## config.mk

```make
export PLATFORM = sky130hd
export DESIGN_NAME = gpio_hex_display
export DESIGN_NICKNAME = d
export VERILOG_FILES = /design/src/rtl/gpio_hex_display.sv
export SDC_FILE = /design/constraint.sdc
export NUM_CORES = 1
export LEC_CHECK = 0
export CAP_MARGIN = 15
export CORE_UTILIZATION = 40
export DETAILED_ROUTE_END_ITERATION = 16
export SLEW_MARGIN = 40
export SYNTH_ARGS = -nofsm -noshare
export SYNTH_HDL_FRONTEND = slang
export SYNTH_SLANG_ARGS = --single-unit
```

## constraint.sdc

```tcl
create_clock -name clk -period 5.32 [get_ports clk]
set_input_delay 1.064 -clock clk [delete_from_list [all_inputs] [get_ports clk]]
set_output_delay 1.064 -clock clk [all_outputs]
set_load 0.1 [all_outputs]
```

## src/rtl/gpio_hex_display.sv

```systemverilog
// gpio_hex_display: drives HEX7..HEX0 from the CPU gpio_out value in decimal (double dabble) or hex.
// Optional macro GPIO_HEX_LEADING_ZERO_BLANK_EN blanks leading zeros of decimal results.
module gpio_hex_display #(
    parameter int NUM_BITS   = 32,
    parameter int BCD_DIGITS = 10
) (
    input  logic                clk,
    input  logic                rst,
    input  logic [NUM_BITS-1:0] value,
    input  logic                hex_mode,
    output logic [6:0]          hex0,
    output logic [6:0]          hex1,
    output logic [6:0]          hex2,
    output logic [6:0]          hex3,
    output logic [6:0]          hex4,
    output logic [6:0]          hex5,
    output logic [6:0]          hex6,
    output logic [6:0]          hex7,
    output logic                busy,
    output logic                overflow
);
    localparam int CW = $clog2(NUM_BITS + 1);
    localparam logic [6:0] DASH  = 7'h3F;
    localparam logic [6:0] BLANK = 7'h7F;

    typedef enum logic [1:0] {IDLE, CONV, UPDATE} state_t;

    state_t                  state, state_nx;
    logic [NUM_BITS-1:0]     snap_value, shift;
    logic                    snap_mode, first, start, conv_done, ovf_nx;
    logic [4*BCD_DIGITS-1:0] bcd, bcd_adj;
    logic [CW-1:0]           count;
    logic [31:0]             hex_src;
    logic [3:0]              nib;
    logic [6:0]              disp [8];
    logic [6:0]              nxt  [8];
`ifdef GPIO_HEX_LEADING_ZERO_BLANK_EN
    logic                    lead;
`endif

    function automatic logic [6:0] seg(input logic [3:0] d);
        case (d)
            4'h0: seg = 7'h40;
            4'h1: seg = 7'h79;
            4'h2: seg = 7'h24;
            4'h3: seg = 7'h30;
            4'h4: seg = 7'h19;
            4'h5: seg = 7'h12;
            4'h6: seg = 7'h02;
            4'h7: seg = 7'h78;
            4'h8: seg = 7'h00;
            4'h9: seg = 7'h10;
            4'hA: seg = 7'h08;
            4'hB: seg = 7'h03;
            4'hC: seg = 7'h46;
            4'hD: seg = 7'h21;
            4'hE: seg = 7'h06;
            default: seg = 7'h0E;
        endcase
    endfunction

    assign start     = first || value != snap_value || hex_mode != snap_mode;
    assign conv_done = count == CW'(NUM_BITS - 1);
    assign hex_src   = 32'(snap_value);
    assign ovf_nx    = !snap_mode && bcd[4*BCD_DIGITS-1:32] != '0;

    // State register
    always_ff @(posedge clk or negedge rst)
        if (!rst) state <= IDLE;
        else      state <= state_nx;

    // Next-state: capture in IDLE, shift through CONV, one UPDATE edge to publish
    always_comb begin
        state_nx = state;
        case (state)
            IDLE:    if (start) state_nx = hex_mode ? UPDATE : CONV;
            CONV:    if (conv_done) state_nx = UPDATE;
            default: state_nx = IDLE;
        endcase
    end

    // Add-3 correction on every BCD nibble that would overflow after the shift
    always_comb begin
        bcd_adj = bcd;
        for (int i = 0; i < BCD_DIGITS; i++)
            if (bcd[4*i+:4] >= 4'd5) bcd_adj[4*i+:4] = bcd[4*i+:4] + 4'd3;
    end

    // Segment codes the display will take on the UPDATE edge
    always_comb begin
        nib = '0;
`ifdef GPIO_HEX_LEADING_ZERO_BLANK_EN
        lead = 1'b1;
`endif
        for (int i = 7; i >= 0; i--) begin
            nib    = snap_mode ? hex_src[4*i+:4] : bcd[4*i+:4];
            nxt[i] = ovf_nx ? DASH : seg(nib);
`ifdef GPIO_HEX_LEADING_ZERO_BLANK_EN
            lead = lead && nib == 4'd0;
            if (!snap_mode && !ovf_nx && lead && i != 0) nxt[i] = BLANK;
`endif
        end
    end

    // Snapshot, converter datapath and glitch-free display registers
    always_ff @(posedge clk or negedge rst)
        if (!rst) begin
            snap_value <= '0;
            snap_mode  <= 1'b0;
            first      <= 1'b1;
            busy       <= 1'b0;
            overflow   <= 1'b0;
            bcd        <= '0;
            shift      <= '0;
            count      <= '0;
            for (int i = 0; i < 8; i++) disp[i] <= BLANK;
        end else begin
            if (state == IDLE && start) begin
                snap_value <= value;
                snap_mode  <= hex_mode;
                first      <= 1'b0;
                busy       <= 1'b1;
                bcd        <= '0;
                shift      <= value;
                count      <= '0;
            end
            if (state == CONV) begin
                {bcd, shift} <= {bcd_adj, shift} << 1;
                count        <= count + 1'b1;
            end
            if (state == UPDATE) begin
                for (int i = 0; i < 8; i++) disp[i] <= nxt[i];
                busy     <= 1'b0;
                overflow <= ovf_nx;
            end
        end

    assign hex0 = disp[0];
    assign hex1 = disp[1];
    assign hex2 = disp[2];
    assign hex3 = disp[3];
    assign hex4 = disp[4];
    assign hex5 = disp[5];
    assign hex6 = disp[6];
    assign hex7 = disp[7];
endmodule

```

== Word-level counts from Yosys, hierarchy flattened ==
Memories as Yosys holds them, arrays and structs flattened.
Cells that the tools add are included.

* Memory bits (read-only): 896
* Bits in registers: 172
* Memories kept: 8
* Output and inout bits: 58
* Logic and storage cells: 101

* $lt $le $gt $ge: 10
* Reduce and logical (&&, ||, !) cells: 10
* $add $sub $neg: 11
* Muxes and demuxes: 38
* Eq/ne operators: 7

{| class="wikitable"
|+ Memory list
! memory !! depth !! bits a word !! rd ports !! clocked after memory_dff !! write ports !! line !! RTL
|-
| (name not given) || 16 || 7 || 1 || 0 || 0 || 42 || <nowiki>case (d)</nowiki>
|-
| (name not given) || 16 || 7 || 1 || 0 || 0 || 42 ||
|-
| (name not given) || 16 || 7 || 1 || 0 || 0 || 42 ||
|-
| (name not given) || 16 || 7 || 1 || 0 || 0 || 42 ||
|-
| (name not given) || 16 || 7 || 1 || 0 || 0 || 42 ||
|-
| (name not given) || 16 || 7 || 1 || 0 || 0 || 42 ||
|-
| +2 memories || - || - || - || - || - || - ||
|}

{| class="wikitable"
|+ Operators by type and width
! operator !! count
|-
| two-way mux 40 bit || 2
|-
| two-way mux 4 bit || 17
|-
| two-way mux 32 bit || 2
|-
| two-way mux 7 bit || 8
|-
| >= comparator 4 x 3 -> 1 bit (second input constant) || 10
|-
| adder 4 x 2 -> 4 bit (second input constant) || 9
|-
| != test 32 bit || 1
|-
| two-way mux 6 bit || 2
|-
| nonzero test 8 bit || 1
|-
| adder 6 x 1 -> 6 bit (second input constant) || 1
|-
| == test 6 x 5 -> 1 bit (second input constant) || 1
|-
| two-way mux 2 bit || 3
|-
| != test 2 bit (second input constant) || 2
|-
| case mux 2 bit (2 select lines) || 1
|-
| nonzero test 2 bit || 2
|-
| adder 3 x 2 -> 3 bit (second input constant) || 1
|-
| two-way mux 3 bit || 1
|-
| == test 2 x 1 -> 1 bit (second input constant) || 1
|-
| == test 2 bit (second input constant) || 1
|-
| logical AND 1 bit || 2
|-
| zero test 2 bit || 1
|-
| logical OR 1 bit || 2
|-
| two-way mux 1 bit || 2
|-
| AND reduction 2 bit || 1
|-
| 2 further kinds || 2
|}

== Longest topological paths before layout ==
Gate-level depths: netlist (run 1).

* Word-level depth: 6
* Mapped depth: 11
* Mapped depth without buffers: 8

== Worst setup path before layout (run 1) ==
Ideal clock, no wire load.

* Path kind: input to register
* Start: input port value[6]
* End: register snap_value[3] (netlist: hex_src[3])
* Data arrival time: 2569 ps
* Stages on the path: 7
* Slack: 2623 ps
* Cell sequence: xor2_1 -> nor4_1 -> nand3_1 -> nor4_2 -> nor2_2 -> buf_6 -> mux2_1

* Longest elaborated chain between the ends: 4

{| class="wikitable"
|+ RTL lines
! what !! line !! RTL
|-
| start: declaration || 9 || <nowiki>input logic [NUM_BITS-1:0] value,</nowiki>
|-
| != test 32 bit || 62 || <nowiki>assign start = first || value != snap_value || hex_mode != snap_mode;</nowiki>
|-
| logical OR 1 bit (2 in series) || 62 ||
|-
| logical AND 1 bit || 118 || <nowiki>if (state == IDLE && start) begin</nowiki>
|-
| end signal: assignment || 119 || <nowiki>snap_value <= value;</nowiki>
|-
| end: declaration || 29 || <nowiki>logic [NUM_BITS-1:0] snap_value, shift;</nowiki>
|}

No other way between the ends.
A chain may end at the register's enable or synchronous reset.

== Final worst setup path (run 1) ==
Same ends and word-level chain as after synthesis.

==> results of run 1 <==
routing by layer:
layer  global-route usage  vias to the layer above
met5                    0                        -
met4               0.0630                        0
met3               0.0323                       26
met2                0.351                      112
met1                0.263                     3956
li1                     -                     3934
layout make-up:
type / count / share of cell area
Tap cell: 330 / 0.0349
Multi-Input combinational cell: 777 / 0.458
Clock inverter: 15 / 0.0149
Inverter: 71 / 0.0225
Clock buffer: 17 / 0.0359
Timing Repair Buffer: 104 / 0.0646
Sequential cell: 172 / 0.370
per-stage QoR:
stage | setup slack, ps | hold WS (ps) | cells | util | area [um2]
6_report | 1620 | 481 | 1486 | 0.470 | 11800
4_1_cts | 1690 | 485 | 1486 | 0.470 | 11800
2_1_floorplan | 2620 | 466 | 1072 | - | 10300
3_5_place_dp | 1250 | 475 | 1454 | 0.446 | 11200
5_1_grt | 1510 | 505 | 1486 | 0.470 | 11800
3_3_place_gp | 1380 | 473 | 1452 | 0.456 | 11500
Yosys cell counts, drive strengths merged, types with 15 or more instances:
master,instances
ha,70
a22o,36
nor3,25
xor2,31
mux2i,27
mux2,44
o31ai,27
dfstp,57
nand2b,15
nand2,124
clkbuf,29
a22oi,41
buf,23
nor2,102
inv,70
a31oi,19
a21oi,39
o21ai,65
dfrtp,115
state kept, by name (all words and copies together), names as in the netlist, 2 cells and up:
name	cells
count	6
hex4	7
hex3	7
hex_src	32
hex7	7
state	2
hex1	7
shift	32
hex2	7
hex5	7
hex0	7
hex6	7
bcd	40
worst max-delay path by stage:
stage	start	endpoint	slack [ps]	cells past startpoint
floorplan	value[6]	hex_src[3]	2620	7
global placement	value[31]	hex_src[6]	1380	8
detailed placement	value[6]	hex_src[3]	1250	10
CTS	value[6]	hex_src[3]	1690	10
global route	value[6]	hex_src[3]	1510	10
finish	value[6]	hex_src[3]	1620	10
kinds of logic after synthesis:
logic type	Yosys count	share of synthesized area
AND/OR/NAND/NOR	296	0.123
adder cells (fa/ha/maj)	70	0.0852
flip-flops	172	0.425
buffers and inverters	123	0.0512
XOR/XNOR	41	0.0349
AO/OA/AOI/OAI	297	0.199
multiplexers	73	0.0810
critical path, delay by kind of cell:
family,cells,cell delay (ps)
mux,1,310
buf+inv,4,1230
xor+xnor,1,190
simple gates,4,1170
==> metrics.txt, run 1 <==
DR iter-0 viols=453; vias post-DR=8028; yosys warns=0; Final Wtd Congestion=0.823; Routed wire per std cell=around 18 um; Worst Path Class, Setup=in2reg; area leader, netlist=dfrtp_1; met2 WL=between 10000 and 15000 um; CTS clk-pin slew, worst paths=70 ps; met1 wire length=11700 um; vias in the first global route=7837; Max Buffers Root-to-Sink=2; final hold violations=0; final setup fails=0; commonest register cell after synthesis=dfrtp_1; asr flop ratio synth=1.00; top-area cell type share of the netlist area=0.280; fillers=2392; initial core utilization=0.408; Overflow after GRT=0; I/O Pins=between 90 and 100; commonest cells after routing, fill and taps aside=nand2_1, dfrtp_1, nor2_1; Die H=162 um; Reg2Reg Depth=9; CTS sink cnt=172; Hold Path End=hex3[6]; Synthesized Nets=roughly 1.2k; die area=26400 um2; Tcrit/Tclk final=0.695; overall routed net length=26100 um; Slew Limit Fails=0; Critical Path, Cell by Cell=clkdlybuf4s50_1, xor2_1, nor4_1, nand3_1, nor4_4, buf_4, nor2_4, buf_8, buf_16, mux2_1; sequential share of the synthesized area=0.425; Worst Path Required=5630 ps; top layer in use=met4; post_cts resized=0; clk_lat worst skew=430 ps; synth-to-layout area growth=15.2%; Die Width=162 um; TritonCTS clock tree=done; relative slew slack=0.433; CTS Root Cell=clkbuf_16; fin nets=1248; antenna violations before repair=0; Max Freq=270 MHz; Detailed Place HPWL=18000 um; delay of the slowest critical-path stage=480 ps; hold crit path type=reg2reg; port buffer count=92; max-capacitance violation count=0; Post-synth EDFFs=0; H-tree Lvls=4; WL met3=770 um; unrepaired setup endpoints after global routing=false; FF-to-FF Start=snap_mode; CTS Buf Count=17; Setup Buffers After CTS=0; Rows=58; area of the multi-input gates=about 5400 um2; Setup crit end kind=flop; vias per cell=around 5.4; Synth Register Bits=172; first-pass GRT wire length=42100 um; Final ANT Viol Nets=0; hold buffers post-CTS=0; Distinct cells, synth=55; Storage cell area=around 4400 um2; worst-path fanout max=38; setup tns final=0 ps; share of layout cells above drive strength 1=0.190; DRC viols=0; Diodes inserted=0; crit path DAT=4010 ps; slowest CP cell=nor4_1; reg2reg setup slack=around 2100 ps; fin crit period=approximately 3700 ps; status=finished, final reports clean; most common cell after layout, fill and taps aside=nand2_1; CORE AREA=between 20000 and 30000 um2; worst r2r dst=hex_src[3]; Cell Area, Synth=10300 um2; Syn Area/Cell=9.59 um2; min-delay src=hex3[6]; Slew @ Worst Pin=850 ps; Cells after Synth=approximately 1.1k; nature of the critical path startpoint=input port; largest net degree at the start of global routing=between 90 and 100; first-pass iteration count of the detailed router=5; gr usage total=0.205; Worst Hold Depth=2; top post-synthesis cells by area=dfrtp_1, dfstp_2, ha_1, nand2_1, mux2_2; Setup Skew=between 10 and 15 ps
Power of run 1 is not shown: default switching activity piles up to over one toggle a cycle in this logic, so the estimate is an artifact.
==> run 2: changes to the inputs <==
==> constraint.sdc (replaced) <==
create_clock -name clk -period 3.6 [get_ports clk]
set_input_delay 0.72 -clock clk [delete_from_list [all_inputs] [get_ports clk]]
set_output_delay 0.72 -clock clk [all_outputs]
set_load 0.1 [all_outputs]
==> run 2 against run 1 <==
Compared with the run above: via count is 1.7% higher; routed wire length is 1.0% higher; die area stayed put; core utilization is 1.1 points higher; final area is 2.3% higher; sequential cell count stayed put; clock-buffer cell count stayed put; critical path depth is 2 lower; clock skew is 4.3 ps lower; worst hold slack worse by 190 ps.
==> metrics.txt, run 2 (synthesis results as in run 1) <==
initial core utilization=0.408 (unchanged); CORE AREA=25200 um2 (unchanged); CP bufs+invs=2 (-2); gr usage total=0.208 (+0.00317); synth-to-layout area growth=17.8%; final hold violations=0 (unchanged); CTS Buf Count=17 (unchanged); Setup Buffers After CTS=0 (unchanged); Die H=162 um (unchanged); max reg flops=40 (unchanged); delay of the slowest critical-path stage=480 ps (about the same); Max Freq=357 MHz; Final ANT Viol Nets=0 (unchanged); area of the multi-input gates=5430 um2 (about the same); relative slew slack=0.490 (+0.0570); Diodes inserted=0 (unchanged); vias in the first global route=7902 (+0.83%); delay-heaviest family, CP=simple AND/OR/NAND/NOR gates; hold buffers post-CTS=0 (unchanged); nature of the critical path startpoint=input port; TritonCTS clock tree=done; Tcrit/Tclk final=0.778; clk_lat worst skew=430 ps (about the same); post-route worst setup slack=799 ps (-823 ps); crit path from=value[1]; setup tns final=0 ps (unchanged); Reg2Reg Depth=8 (-1); die area=26400 um2 (unchanged); Worst Setup Slack post-DPL=383 ps (-867 ps); H-tree Lvls=4 (unchanged); fillers=2394 (+0.084%); commonest cells after routing, fill and taps aside=nand2_1, dfrtp_1, nor2_1; CP Depth=8 (-2); max-capacitance violation count=0 (unchanged); crit path DAT=3140 ps (-870 ps); Worst Path Class, Setup=in2reg; status=finished, final reports clean; largest net degree at the start of global routing=71 (-26%); vias per cell=5.45 (+0.81%); fin crit period=2800 ps; share of layout cells above drive strength 1=0.198 (+0.00815); CTS clk-pin slew, worst paths=70 ps (about the same); vias post-DR=8164 (+1.7%); Critical Path, Cell by Cell=clkdlybuf4s50_1, xor2_1, nor4_1, nand3_1, nor4_4, buf_4, nor3_1, a211oi_1; crit path to=shift[3]; Slew @ Worst Pin=757 ps (-93.6 ps); Detailed Place HPWL=18300 um (+1.7%); CTS sink cnt=172 (unchanged); Rows=58 (unchanged); worst-path fanout max=37 (-2.6%); Routed wire per std cell=17.6 um (+0.14%); fin nets=1261 (+1.0%); CTS Root Cell=clkbuf_16; unrepaired setup endpoints after global routing=false; Die Width=162 um (unchanged); Biggest register=bcd; I/O Pins=93 (unchanged); DRC viols=0 (unchanged); Worst Path Required=3940 ps (-1690 ps); most common cell after layout, fill and taps aside=nand2_1; overall routed net length=26300 um (+1.0%); Storage cell area=4380 um2 (unchanged); post_cts resized=0 (unchanged); FF-to-FF Start=bcd[32]; worst r2r dst=hex1[1]; final setup fails=0 (unchanged); Overflow after GRT=0 (unchanged); Core Util, Final=0.481 (+0.0106); hold crit path type=in2async; Final Wtd Congestion=0.822 (-0.11%); DR iter-0 viols=475 (+4.9%); first-pass iteration count of the detailed router=5 (unchanged); Slew Limit Fails=0 (unchanged); port buffer count=92 (unchanged); Max Buffers Root-to-Sink=2 (unchanged); antenna violations before repair=0 (unchanged); slowest CP cell=clkdlybuf4s50_1; first-pass GRT wire length=42700 um (+1.5%); reg2reg setup slack=890 ps (-1230 ps); Setup crit end kind=flop; Setup Skew=8.93 ps (-4.29 ps)
run 2: changes by cell type in the layout (fill, tap and decap cells not counted), moves of 2 or more:
cell	before	now
buf_2	58	2
inv_8	3	1
buf_12	1	3
buf_4	9	75
clkinv_2	1	3
run 2: stage by stage:
stage                     hold WS, ps  area (um2)  instances
final                             295       12100       1499
after global routing              348       12100       1499
after CTS                         323       12100       1498
after detailed placement          478       11500       1466
after global placement            475       11500       1464
after floorplan                   424       10300       1072
run 2: how the worst min path moves through the flow:
stage / startpoint / to / slack [ps] / cells past startpoint
after global routing: rst / shift[10] / 350 / 1
after detailed placement: hex1[6] / hex1[6] / 480 / 2
after CTS: rst / shift[10] / 320 / 1
after floorplan: rst / bcd[0] / 420 / 0
final: rst / shift[11] / 290 / 1
after global placement: hex1[6] / hex1[6] / 470 / 2
run 2: area by class of cell:
cell class,count,share of cell area
Timing Repair Buffer,117,0.0842
Tap cell,330,0.0341
Multi-Input combinational cell,777,0.448
Sequential cell,172,0.361
Inverter,71,0.0220
Clock buffer,17,0.0351
Clock inverter,15,0.0153
run 2: routing by layer:
metal  global-route usage  up-vias  share of wire
li1                     -     3961              -
met1                0.273     4046           0.46
met2                0.355      130           0.50
met3               0.0306       27          0.025
met4               0.0557        0          0.014
met5                    0        -              0
Power of run 2 is left out for the same reason.
